**src/rtl/hazard_filt_pkg.sv**
```systemverilog
// Shared types and helpers for the hazard glitch filter.
// Holds the FSM state enum, default stability length and counter-width helper.
package hazard_filt_pkg;

   typedef enum logic [1:0] {
      S_LOW       = 2'd0,
      S_RISE_PEND = 2'd1,
      S_HIGH      = 2'd2,
      S_FALL_PEND = 2'd3
   } state_e;

   localparam int STABLE_DEF = 4;

   // Bits needed to hold values 0..n inclusive.
   function automatic int cnt_width(input int n);
      return $clog2(n + 1);
   endfunction

endpackage

```
**src/rtl/hazard_glitch_filter_sync_2ff.sv**
```systemverilog
// Two-flop synchroniser for asynchronous level inputs.
// Ports: clk, rst_n (async, active-low), d (async in), q (synchronised out).
module sync_2ff
#(
   parameter int W = 1
)
(
   input  logic         clk,
   input  logic         rst_n,
   input  logic [W-1:0] d,
   output logic [W-1:0] q
);

   logic [W-1:0] s1;

   always_ff @(posedge clk or negedge rst_n) begin
      if (!rst_n) begin
         s1 <= '0;
         q  <= '0;
      end else begin
         s1 <= d;
         q  <= s1;
      end
   end

endmodule

```
**src/rtl/hazard_glitch_filter.sv**
```systemverilog
// Synchronises a combinational level, rejects pulses shorter than
// STABLE_CYCLES clocks, and emits a clean level plus rise/fall strobes.
// Ports: clk, rst_n (async, active-low), sig_in (async level),
//   glitch_clr (sync clear), filt_out, rise_pulse, fall_pulse, glitch_cnt.
// Build option: define GLITCH_COUNT_EN to build the rejected-glitch
//   counter; otherwise glitch_cnt is tied to 0 and glitch_clr ignored.
module hazard_glitch_filter
   import hazard_filt_pkg::*;
#(
   parameter int STABLE_CYCLES = STABLE_DEF,
   parameter int GLITCH_W      = 8
)
(
   input  logic                clk,
   input  logic                rst_n,
   input  logic                sig_in,
   input  logic                glitch_clr,
   output logic                filt_out,
   output logic                rise_pulse,
   output logic                fall_pulse,
   output logic [GLITCH_W-1:0] glitch_cnt
);

   localparam int CW = cnt_width(STABLE_CYCLES);

   // Count value at which the next matching sample completes the run.
   localparam logic [CW-1:0] CNT_LAST = CW'(STABLE_CYCLES - 1);
   localparam logic [CW-1:0] CNT_ONE  = CW'(1);

   logic          sig_s;
   state_e        state;
   logic [CW-1:0] cnt;

   sync_2ff #(
      .W (1)
   ) u_sync (
      .clk   (clk),
      .rst_n (rst_n),
      .d     (sig_in),
      .q     (sig_s)
   );

   always_ff @(posedge clk or negedge rst_n) begin
      if (!rst_n) begin
         state      <= S_LOW;
         cnt        <= '0;
         filt_out   <= 1'b0;
         rise_pulse <= 1'b0;
         fall_pulse <= 1'b0;
      end else begin
         rise_pulse <= 1'b0;
         fall_pulse <= 1'b0;
         unique case (state)
            S_LOW: begin
               if (sig_s) begin
                  state <= S_RISE_PEND;
                  cnt   <= CNT_ONE;
               end else begin
                  cnt   <= '0;
               end
            end
            S_RISE_PEND: begin
               if (!sig_s) begin
                  state <= S_LOW;
                  cnt   <= '0;
               end else if (cnt == CNT_LAST) begin
                  state      <= S_HIGH;
                  cnt        <= '0;
                  filt_out   <= 1'b1;
                  rise_pulse <= 1'b1;
               end else begin
                  cnt <= cnt + CNT_ONE;
               end
            end
            S_HIGH: begin
               if (!sig_s) begin
                  state <= S_FALL_PEND;
                  cnt   <= CNT_ONE;
               end else begin
                  cnt   <= '0;
               end
            end
            S_FALL_PEND: begin
               if (sig_s) begin
                  state <= S_HIGH;
                  cnt   <= '0;
               end else if (cnt == CNT_LAST) begin
                  state      <= S_LOW;
                  cnt        <= '0;
                  filt_out   <= 1'b0;
                  fall_pulse <= 1'b1;
               end else begin
                  cnt <= cnt + CNT_ONE;
               end
            end
            default: begin
               state    <= S_LOW;
               cnt      <= '0;
               filt_out <= 1'b0;
            end
         endcase
      end
   end

`ifdef GLITCH_COUNT_EN

   localparam logic [GLITCH_W-1:0] GC_MAX = '1;

   // A pending run broken before completion is one rejected glitch.
   logic glitch;

   always_comb begin
      glitch = 1'b0;
      if (state == S_RISE_PEND && !sig_s)
         glitch = 1'b1;
      if (state == S_FALL_PEND && sig_s)
         glitch = 1'b1;
   end

   // Clear has priority over a coincident glitch event.
   always_ff @(posedge clk or negedge rst_n) begin
      if (!rst_n)
         glitch_cnt <= '0;
      else if (glitch_clr)
         glitch_cnt <= '0;
      else if (glitch && glitch_cnt != GC_MAX)
         glitch_cnt <= glitch_cnt + 1'b1;
   end

`else

   logic unused_clr;

   assign unused_clr = glitch_clr;
   assign glitch_cnt = '0;

`endif

endmodule

```
**config.mk**
```make
export PLATFORM = sky130hd
export DESIGN_NAME = hazard_glitch_filter
export DESIGN_NICKNAME = d
export VERILOG_FILES = /design/src/rtl/hazard_filt_pkg.sv /design/src/rtl/hazard_glitch_filter_sync_2ff.sv /design/src/rtl/hazard_glitch_filter.sv
export SDC_FILE = /design/constraint.sdc
export NUM_CORES = 1
export LEC_CHECK = 0
export ABC_AREA = 1
export CORE_AREA = 2 2 39 41
export CTS_CLUSTER_SIZE = 14
export DETAILED_ROUTE_END_ITERATION = 7
export DIE_AREA = 0 0 41 43
export GPL_ROUTABILITY_DRIVEN = 0
export GPL_TIMING_DRIVEN = 0
export HOLD_SLACK_MARGIN = 0.1
export SLEW_MARGIN = 10
export SYNTH_ARGS = -nofsm -noshare
export SYNTH_HDL_FRONTEND = slang
export SYNTH_HIERARCHICAL = 1
export SYNTH_SLANG_ARGS = --single-unit
```
**constraint.sdc**
```tcl
create_clock -name clk -period 1.4 [get_ports clk]
set_input_delay 0.28 -clock clk [delete_from_list [all_inputs] [get_ports clk]]
set_output_delay 0.28 -clock clk [all_outputs]
set_load 0.01 [all_outputs]
```
==> flow_summary.json <==
{
  "drv_slew": 0,
  "synth_edf_count": 0,
  "drive_gt1_share_pct": 24.24,
  "synth_warnings": 6,
  "synth_compound_area_share_pct": 1.102,
  "muxShareOfSynthArea_pct": 0,
  "dieArea_um2": 1763,
  "cts_root_buf": "clkbuf_4",
  "yosys.area_share.simple_pct": 19.56,
  "rrSetupSlack_ns": 0.36,
  "crit_family": "flip-flops",
  "firstDrtPassIters": 2,
  "clk_latency_ns": 0.26,
  "vias": 305,
  "fin_crit_ns": 1.198,
  "clkTransAtPathRegs_ns": 0.06,
  "htreeDepth": 1,
  "endpoint_kind": "primary output",
  "cp_max_fo": 2,
  "dp.cells": 78,
  "whs_ns": 0.3264,
  "synth_top_family_by_area": "buffers and inverters",
  "vias_per_cell": 3.720,
  "rsz0062_at_grt": "false",
  "total_leakage_power_nw": 0.3817,
  "grt_max_degree": 11,
  "synth.largest_area_cell": "dfrtp_1",
  "setup_viol": 0,
  "first_iter_violations": 2,
  "yosysUniqueCellTypes": 13,
  "placed_cell_area_um2": 550.5,
  "start_util_pct": 32.82,
  "yosysMostFrequentCell": "nand2_1",
  "ir_drop_mv": 0.6715,
  "grt_pass1_vias": 269,
  "reg2regPathDepth": 6,
  "ys_top_cells_by_area": "dfrtp_1 (55%), buf_4 (13%), nand2_1 (12%), inv_1 (5.8%), ha_1 (2.8%)",
  "grt-ovfl-total": 0,
  "cap_violations": 0,
  "fin_crit_sh_pct": 85.54,
  "cp.arrival_ns": 0.92,
  "synth_common_cells": "nand2_1 (14), dfrtp_1 (10), buf_4 (8), inv_1 (7)",
  "grt_usage_pct": 8.896,
  "worstPathCellList": "dlygate4sd2_1",
  "synth_area_per_cell_um2": 9.084,
  "cp-startpoint": "filt_out",
  "tns_ns": 0,
  "core_area_um2": 1384,
  "cp_slowest_cell": "dfrtp_1",
  "max_stage_delay_ns": 0.37,
  "synth_top_area_share_pct": 55.10,
  "drt_wl_total_um": 582,
  "synth_ff_type": "dfrtp_1",
  "min_path_type": "in2async",
  "synthArstFlopShare_pct": 100.0,
  "wire_per_inst_um": 7.098,
  "io_buffers": 5,
  "start_kind": "register",
  "design_area_um2": 590.6,
  "worstReg2RegEnd": "cnt[0]",
  "power_per_cell_area_nw_per_um2": 1433,
  "die-width_um": 41,
  "n_antenna_cell": 0,
  "cts_made_buffers": 3,
  "netlist_instances": 50,
  "synth_xor_area_share_pct": 0,
  "seq_area_frac_synth_pct": 55.10,
  "drc": 0,
  "synth_fa_ha_area_share_pct": 2.755,
  "worst_clock_skew_ns": 0.0008433,
  "dp_hpwl_um": 473.4,
  "mappedNetlistArea_um2": 454.2,
  "crit_type": "reg2out",
  "nets": 72,
  "cp.required_ns": 1.12,
  "cts_tree": "yes",
  "area_delta_synth_final_pct": 30.03,
  "fmax_mhz": 835.0,
  "status": "completed",
  "hold_violations": 0,
  "fin_cells": 82,
  "fin_util_pct": 42.68,
  "cts_setup_buffers": 0,
  "ys_ff_latch": 10,
  "r2r_start": "cnt[0]",
  "fp.dieH_um": 43,
  "fillers": 150,
  "drtAntennaViolNets": 0,
  "io-pin-count": 15,
  "cts.path.max_buffers": 2,
  "cts_sinks": 10,
  "rows": 14,
  "antenna_found_initial": 0,
  "grt_pass1_wl_mm": 1.028,
  "critPathBufInv": 1
}
==> timing repair <==
item	CTS	global route
hold buffers	0	0
cloned	0	0
resized for setup	1	2
endpoints found under the setup margin	1	2
==> layout make-up <==
cell class              count  area (µm²)  area share [%]
plain buffers               8       60.06           10.17
clock buffers               4       36.28           6.144
inverters                   9       33.78           5.720
multi-input cells          30       136.4           23.09
flip-flops and latches     10       250.2           42.37
well taps                  16       20.02           3.390
repair buffers              5       53.80           9.110
==> metrics by stage <==
stage	power (mW)	worst slack, ns
after CTS	0.8618	0.004695
after global routing	0.9184	0.1524
after floorplan	0.5422	0.4351
after detailed placement	0.6113	0.2602
after global placement	0.6008	0.2683
final	0.8460	0.2024
==> kinds of logic (layout without fill, tap and decap cells) <==
| group | count (synthesis) | count (layout) |
|---|---|---|
| AO/OA/AOI/OAI | 1 | 1 |
| adder cells (fa/ha/maj) | 1 | 1 |
| buffers and inverters | 17 | 26 |
| flip-flops | 10 | 10 |
| other | 1 | 8 |
| AND/OR/NAND/NOR | 20 | 20 |
==> cells in the final DEF (no fill, tap or decap) <==
cell type,instances
nand2_1,14
dfrtp_1,10
buf_4,8
conb_1,8
inv_1,7
clkbuf_4,3
inv_2,2
nor2_1,2
clkdlybuf4s50_1,2
dlymetal6s2s_1,2
nor2_4,1
nor2_2,1
nand3_1,1
nand4_1,1
o21ai_1,1
ha_1,1
clkbuf_8,1
dlygate4sd2_1,1
==> registers in the layout, summed over array words and instances, names as in the netlist, named ones only <==
| name | cells |
|---|---|
| filt_out | 1 |
| state | 1 |
| fall_pulse | 1 |
| u_sync/s1 | 1 |
| u_sync/q | 1 |
| cnt | 3 |
| rise_pulse | 1 |
==> routing by layer <==
layer	vias to the layer above	part of all wire [%]	GRT usage, %
li1	162	-	-
met1	126	42	11.26
met2	15	44	12.19
met3	2	12	1.571
met4	0	1.4	8.000
met5	-	0	0
==> how the worst max path moves through the flow <==
stage | endpoint | slack, ns | depth (start not counted)
after floorplan | cnt[0] | 0.44 | 6
after global placement | filt_out | 0.27 | 1
after detailed placement | filt_out | 0.26 | 1
after CTS | fall_pulse | 0.005 | 1
after global routing | filt_out | 0.15 | 1
final | filt_out | 0.20 | 1
==> power breakdown <==
group          leakage (nW)  switching [mW]  total [mW]  internal (mW)
clock network        0.0210          0.0963       0.254          0.158
registers             0.129          0.0428       0.394          0.351
logic                 0.232           0.111       0.198         0.0874
(Power assumes the default switching activity.)
